### src/rtl/example_apb_regs.sv
// -----------------------------------------------------------------------------
// example_apb_regs
//   APB3 slave register bank for the "example" register map: eight 32-bit
//   word slots at byte addresses 0x00..0x1C (word index = paddr[4:2]).
//   Holds the register structure, serves bus reads/writes through
//   read_example/write_example, drives the structure to downstream logic and
//   emits a one-hot write strobe one cycle after each committed write.
//
//   Optional feature: define EXAMPLE_REGS_WAIT_STATE_EN to insert one wait
//   state (setup + 2 access cycles). Default build is zero-wait-state.
//
// Ports
//   clk        rising-edge system clock
//   rst_n      asynchronous active-low reset
//   psel       APB select
//   penable    APB enable (access phase)
//   pwrite     1 = write, 0 = read
//   paddr      byte address; bits above [4] must be zero, else error response
//   pwdata     write data
//   prdata     registered read data (zero for writes and errors)
//   pready     registered transfer-complete, high for one cycle per transfer
//   pslverr    registered error response, valid while pready = 1
//   registers  packed example_struct_type, MSB first:
//                reg0[209:178] reg1[177:146] reg2[145:140] reg3[139:108]
//                reg4[107:76]  reg5[75:44]   reg6[43:12]   reg7[11:0]
//   wr_pulse   one-hot write strobe, bit n = word n
// -----------------------------------------------------------------------------
module example_apb_regs #(
  parameter int unsigned APB_ADDR_WIDTH = 12
) (
  input  logic                      clk,
  input  logic                      rst_n,
  input  logic                      psel,
  input  logic                      penable,
  input  logic                      pwrite,
  input  logic [APB_ADDR_WIDTH-1:0] paddr,
  input  logic [31:0]               pwdata,
  output logic [31:0]               prdata,
  output logic                      pready,
  output logic                      pslverr,
  output logic [209:0]              registers,
  output logic [7:0]                wr_pulse
);

  // ---------------------------------------------------------------------------
  // Register map
  // ---------------------------------------------------------------------------
  typedef struct packed {
    logic [3:0] nibble2;
    logic [3:0] nibble1;
    logic [3:0] nibble0;
  } example_reg7_t;

  typedef struct packed {
    logic [31:0]   reg0;
    logic [31:0]   reg1;
    logic [5:0]    reg2;
    logic [31:0]   reg3;
    logic [31:0]   reg4;
    logic [31:0]   reg5;
    logic [31:0]   reg6;
    example_reg7_t reg7;
  } example_struct_type;

  localparam logic [31:0]   RST_REG0 = 32'd0;
  localparam logic [31:0]   RST_REG1 = 32'd1;
  localparam logic [5:0]    RST_REG2 = 6'd1;
  localparam logic [31:0]   RST_REG3 = 32'd1;
  localparam logic [31:0]   RST_REG4 = 32'd12;
  localparam example_reg7_t RST_REG7 = '0;

  // Fields narrower than 32 bits are returned zero-extended.
  function automatic logic [31:0] read_example(input example_struct_type regs,
                                               input logic [2:0]         idx);
    logic [31:0] data;
    data = '0;
    case (idx)
      3'd0: data = regs.reg0;
      3'd1: data = regs.reg1;
      3'd2: data = {26'd0, regs.reg2};
      3'd3: data = regs.reg3;
      3'd4: data = regs.reg4;
      3'd5: data = regs.reg5;
      3'd6: data = regs.reg6;
      3'd7: data = {20'd0, regs.reg7};
    endcase
    return data;
  endfunction

  // Only the addressed field changes; bits beyond the field width are dropped.
  function automatic example_struct_type write_example(input logic [31:0]        data,
                                                       input logic [2:0]         idx,
                                                       input example_struct_type regs);
    example_struct_type r;
    r = regs;
    case (idx)
      3'd0: r.reg0 = data;
      3'd1: r.reg1 = data;
      3'd2: r.reg2 = data[5:0];
      3'd3: r.reg3 = data;
      3'd4: r.reg4 = data;
      3'd5: r.reg5 = data;
      3'd6: r.reg6 = data;
      3'd7: r.reg7 = example_reg7_t'(data[11:0]);
    endcase
    return r;
  endfunction

  // ---------------------------------------------------------------------------
  // State
  // ---------------------------------------------------------------------------
  typedef enum logic [1:0] {
    S_IDLE = 2'd0,
`ifdef EXAMPLE_REGS_WAIT_STATE_EN
    S_WAIT = 2'd1,
`endif
    S_RESP = 2'd2
  } state_e;

  state_e        state_q;
  logic [2:0]    idx_q;
  logic          wr_q;
  logic [31:0]   wdata_q;
  logic          oor_q;
  logic [31:0]   prdata_q;
  logic          pready_q;
  logic          pslverr_q;
  logic [7:0]    pulse_q;
  logic [7:0]    wr_pulse_q;

  // Fields are kept as separate flops so reg5/reg6 can live without reset.
  logic [31:0]   reg0_q;
  logic [31:0]   reg1_q;
  logic [5:0]    reg2_q;
  logic [31:0]   reg3_q;
  logic [31:0]   reg4_q;
  logic [31:0]   reg5_q;
  logic [31:0]   reg6_q;
  example_reg7_t reg7_q;

  example_struct_type regs_view;
  example_struct_type regs_d;
  logic               commit;
  logic               setup;
  logic [2:0]         addr_idx;
  logic               addr_oor;
  logic               unused_addr_lsb;
`ifdef EXAMPLE_REGS_WAIT_STATE_EN
  logic [31:0]        wait_rdata;
`else
  logic [31:0]        setup_rdata;
`endif

  // ---------------------------------------------------------------------------
  // Combinational decode
  // ---------------------------------------------------------------------------
  assign setup           = psel && !penable;
  assign addr_idx        = paddr[4:2];
  assign addr_oor        = (paddr >> 5) != '0;
  assign unused_addr_lsb = ^paddr[1:0];

  always_comb begin
    regs_view      = '0;
    regs_view.reg0 = reg0_q;
    regs_view.reg1 = reg1_q;
    regs_view.reg2 = reg2_q;
    regs_view.reg3 = reg3_q;
    regs_view.reg4 = reg4_q;
    regs_view.reg5 = reg5_q;
    regs_view.reg6 = reg6_q;
    regs_view.reg7 = reg7_q;
  end

  always_comb begin
    regs_d = write_example(wdata_q, idx_q, regs_view);
    commit = (state_q == S_RESP) && psel && penable && wr_q && !oor_q;
  end

`ifdef EXAMPLE_REGS_WAIT_STATE_EN
  assign wait_rdata  = (!wr_q && !oor_q) ? read_example(regs_view, idx_q) : '0;
`else
  assign setup_rdata = (!pwrite && !addr_oor) ? read_example(regs_view, addr_idx) : '0;
`endif

  // ---------------------------------------------------------------------------
  // Bus FSM, response outputs and resettable fields
  // ---------------------------------------------------------------------------
  always_ff @(posedge clk or negedge rst_n) begin
    if (!rst_n) begin
      state_q    <= S_IDLE;
      idx_q      <= '0;
      wr_q       <= 1'b0;
      wdata_q    <= '0;
      oor_q      <= 1'b0;
      prdata_q   <= '0;
      pready_q   <= 1'b0;
      pslverr_q  <= 1'b0;
      pulse_q    <= '0;
      wr_pulse_q <= '0;
      reg0_q     <= RST_REG0;
      reg1_q     <= RST_REG1;
      reg2_q     <= RST_REG2;
      reg3_q     <= RST_REG3;
      reg4_q     <= RST_REG4;
      reg7_q     <= RST_REG7;
    end else begin
      // Strobe trails the commit edge by one cycle.
      wr_pulse_q <= pulse_q;
      pulse_q    <= '0;
      case (state_q)
        S_IDLE: begin
          if (setup) begin
            idx_q   <= addr_idx;
            wr_q    <= pwrite;
            wdata_q <= pwdata;
            oor_q   <= addr_oor;
`ifdef EXAMPLE_REGS_WAIT_STATE_EN
            state_q <= S_WAIT;
`else
            state_q   <= S_RESP;
            pready_q  <= 1'b1;
            pslverr_q <= addr_oor;
            prdata_q  <= setup_rdata;
`endif
          end
        end
`ifdef EXAMPLE_REGS_WAIT_STATE_EN
        S_WAIT: begin
          if (psel) begin
            state_q   <= S_RESP;
            pready_q  <= 1'b1;
            pslverr_q <= oor_q;
            prdata_q  <= wait_rdata;
          end else begin
            state_q <= S_IDLE;
          end
        end
`endif
        S_RESP: begin
          state_q   <= S_IDLE;
          pready_q  <= 1'b0;
          pslverr_q <= 1'b0;
          prdata_q  <= '0;
          if (commit) begin
            pulse_q <= 8'd1 << idx_q;
            reg0_q  <= regs_d.reg0;
            reg1_q  <= regs_d.reg1;
            reg2_q  <= regs_d.reg2;
            reg3_q  <= regs_d.reg3;
            reg4_q  <= regs_d.reg4;
            reg7_q  <= regs_d.reg7;
          end
        end
        default: state_q <= S_IDLE;
      endcase
    end
  end

  // reg5/reg6 carry no reset and keep their contents across rst_n.
  // commit is derived from state_q, so a write cannot land while rst_n is low.
  always_ff @(posedge clk) begin
    if (commit) begin
      reg5_q <= regs_d.reg5;
      reg6_q <= regs_d.reg6;
    end
  end

  assign prdata    = prdata_q;
  assign pready    = pready_q;
  assign pslverr   = pslverr_q;
  assign wr_pulse  = wr_pulse_q;
  assign registers = regs_view;

endmodule

### config.mk
export PLATFORM = sky130hd
export DESIGN_NAME = example_apb_regs
export DESIGN_NICKNAME = d
export VERILOG_FILES = /design/src/rtl/example_apb_regs.sv
export SDC_FILE = /design/constraint.sdc
export NUM_CORES = 1
export LEC_CHECK = 0
export CAP_MARGIN = 10
export CELL_PAD_IN_SITES_DETAIL_PLACEMENT = 1
export CELL_PAD_IN_SITES_GLOBAL_PLACEMENT = 1
export CORE_AREA = 3 3 189 191
export DETAILED_ROUTE_END_ITERATION = 10
export DIE_AREA = 0 0 192 194
export MAX_ROUTING_LAYER = met4
export PLACE_DENSITY_LB_ADDON = 0.1
export SKIP_CTS_REPAIR_TIMING = 1
export SLEW_MARGIN = 25
export SYNTH_ARGS = -nofsm -noshare
export SYNTH_HDL_FRONTEND = slang
export SYNTH_SLANG_ARGS = --single-unit
### constraint.sdc
create_clock -name clk -period 3.8 [get_ports clk]
set_input_delay 0.95 -clock clk [delete_from_list [all_inputs] [get_ports clk]]
set_output_delay 0.95 -clock clk [all_outputs]
set_load 0.05 [all_outputs]
==> impl_metrics.csv <==
group,metric,value,unit
synth,synth_ff_type,"dfrtp_1",
clock_network,cts_root_buf,"clkbuf_16",
setup_path,regToRegSetupSlack,1460,ps
synth,synth_area_leaders,"dfrtp_1 46%, edfxtp_1 16%, mux2_2 12%, nand2_1 4.9%, mux2_4 3.5%",
timing,fin_skew,16.0,ps
synth,synth_top_area_share,46.4,%
timing,final.setup.tns,0,ps
synth,synthesis.area,0.0123,mm2
detailed_routing,routed_via_density,5.16,
placed_design,hpwl,28000,um
setup_path,r2r_start,"pready",
synth,synth_cell_types,47,
timing,slew_violations,0,
min_path,hold_path.class,"register to register",
synth,syn_area_per_cell,13.2,um2
placed_design,portBuffers,298,
clock_network,htreeDepth,2,
run,drv_cap,0,
clock_network,cts_buffers,35,
die,die_h,194,um
timing,period_share,76.7,%
die,row_count,68,
placed_design,globalplace.congestion,0.763,
setup_path,critPathCaptureType,"register",
clock_network,clk_pin_slew,60,ps
global_routing,first_global_vias,9514,
detailed_routing,wirelength,43100,um
synth,async_reset_ff_share,78.5,%
global_routing,grt_pass1_wl,63800,um
global_routing,grt-ovfl-total,0,
synth,synth_nets,983,
clock_network,clockBufferDepth,3,
layout,utilization,49.6,%
synth,synth_edf_count,64,
timing,clock.fmax,343,MHz
setup_path,worstPathArrival,3300,ps
die,core_area,0.0343,mm2
synth,synth_cells,934,
detailed_routing,antenna_left,0,
global_routing,grt_max_degree,72,
clock_network,clk_latency,510,ps
detailed_routing,vias,8898,
timing,min_period,2910,ps
layout,nets,1291,
timing,fin_ws,886,ps
placed_design,dp_cells,1660,
synth,synth_seq_cells,297,
clock_network,clkSinkCount,297,
setup_path,reg2reg_to,"reg4_q[14]",
timing,max_slew_margin,37.2,%
setup_path,ff2ff_path_depth,4,
global_routing,track_usage,23.5,%
synth,ys_seq_area_share,63.1,%
detailed_routing,wl_per_cell,25.0,um
timing,hold_viol,0,
die,start_util,35.9,%
pwr,power.density,455,mW/mm2
min_path,holdPathStages,0,
timing,rsz0062_at_grt,"false",
setup_path,critPathMaxFanout,33,
pwr,power_leakage,7.40,nW
status,status,"complete, no violations",
global_routing,grt_antenna_before_repair,1,
die,fp.dieW,192,um
layout,instances_no_fill,1723,
synth,synth_top_cell_by_area,"dfrtp_1",
synth,ys_warn_count,0,
setup_path,worstPathRequired,4180,ps
timing,worstMarginPinSlew,942,ps
detailed_routing,first_iter_violations,469,
timing,setup_viol,0,
layout,layout-drive-gt1-share,21.1,%
min_path,min_from,"pulse_q[1]",
detailed_routing,drc,0,
pwr,ir_drop,0.000258,V
clock_network,cts_tree,"built",
layout,final_cell_area,0.0170,mm2
setup_path,crit_path_start_kind,"input port",
die,num_io_pins,301,
placed_design,placed_cell_area,0.0159,mm2
detailed_routing,drt_first_pass_iters,5,
min_path,min_to,"wr_pulse[1]",
die,fp.dieArea,0.0372,mm2
layout,area_growth,38.3,%
setup_path,crit_type,"input port to register",
placed_design,place_ws,356,ps
[worst max path at each step]
stage / from / to
2_1_floorplan: penable / reg6_q[0]
3_3_place_gp: psel / reg4_q[21]
5_1_grt: psel / reg4_q[14]
6_report: psel / reg4_q[14]
4_1_cts: psel / reg4_q[14]
3_5_place_dp: psel / reg4_q[14]
[Yosys cell counts, types with 2 or more instances]
cell and instances:
a21oi_1 15, a2111oi_0 5, o31ai_1 4, mux4_2 2, mux2_2 131, or3_1 7, a32oi_1 4, edfxtp_1 64
mux2_4 29, nand2b_1 3, o22ai_1 10, dfstp_2 5, dfrtp_1 228, o21ai_0 58, mux2i_1 17, nor3b_1 4
nor2b_1 16, buf_12 3, o21ai_1 3, o2bb2ai_1 2, clkbuf_2 2, buf_2 16, a211oi_1 5, buf_1 11
a22o_1 12, nand2_1 162, inv_1 32, a222oi_1 12, clkbuf_1 28, and3b_1 2, nor2_1 7, a221oi_1 20
[cells in the final DEF (no fill, tap or decap), drive strengths merged, types with 5 or more instances in the layout]
master / instances
clkinv: 7
mux2i: 17
o22ai: 10
dfstp: 5
a222oi: 12
inv: 33
a22o: 12
nand2: 162
a2111oi: 5
a221oi: 20
dfrtp: 228
o21ai: 61
edfxtp: 64
nor2: 7
clkdlybuf4s50: 294
nor3b: 5
a21oi: 15
a211oi: 5
nor2b: 16
or3: 7
clkbuf: 55
buf: 38
mux2: 160
[worst max-delay path, stage by stage]
cell             delay [ps]
clkdlybuf4s50_1         560
nand4_2                 190
or3b_4                  480
or3_4                   690
mux2_4                  410
[metal layers]
metal	GRT usage (%)	vias to the layer above	routed length, um
met5	-	-	0
met4	4.88	0	805
met3	4.12	61	2410
met2	37.6	269	20800
met1	31.7	4619	19000
li1	-	3949	-
[cell families after synthesis]
kind of cell / count (synthesis) / share of synthesized area (%)
DFF: 297 / 63.1
and+or+nand+nor: 213 / 7.86
muxes: 179 / 17.3
AOI/OAI and AO/OA: 150 / 8.19
buffers and inverters: 95 / 3.54
[area by class of cell]
| type | instances | area (um2) |
|---|---|---|
| fill | 3496 | 17300 |
| clock inverter | 7 | 33.8 |
| inverter | 34 | 128 |
| multi-input combinational | 542 | 4160 |
| antenna | 1 | 2.50 |
| sequential | 297 | 7760 |
| timing repair buffer | 332 | 3300 |
| tap | 455 | 569 |
| clock buffer | 55 | 1050 |
[power by group]
part           internal (mW)  switching, mW  leakage (nW)
logic                  0.339          0.590          3.13
registers               3.42          0.196          3.75
clock network           1.90           1.28         0.530
[registers in the layout (all words and copies together), names as in the netlist, 3 cells and up]
name	flops
idx_q	3
prdata	32
pulse_q	8
reg0_q	32
reg1_q	32
reg2_q	6
reg3_q	32
reg4_q	32
reg5_q	32
reg6_q	32
registers	12
wdata_q	32
wr_pulse	8
[through the flow]
stage	power (mW)	hold slack, ps
global placement	4.59	333
detailed placement	4.61	336
global route	8.04	358
finish	7.73	347
floorplan	4.15	331
CTS	7.83	349
No activity file was read; power rests on OpenSTA's default activity.
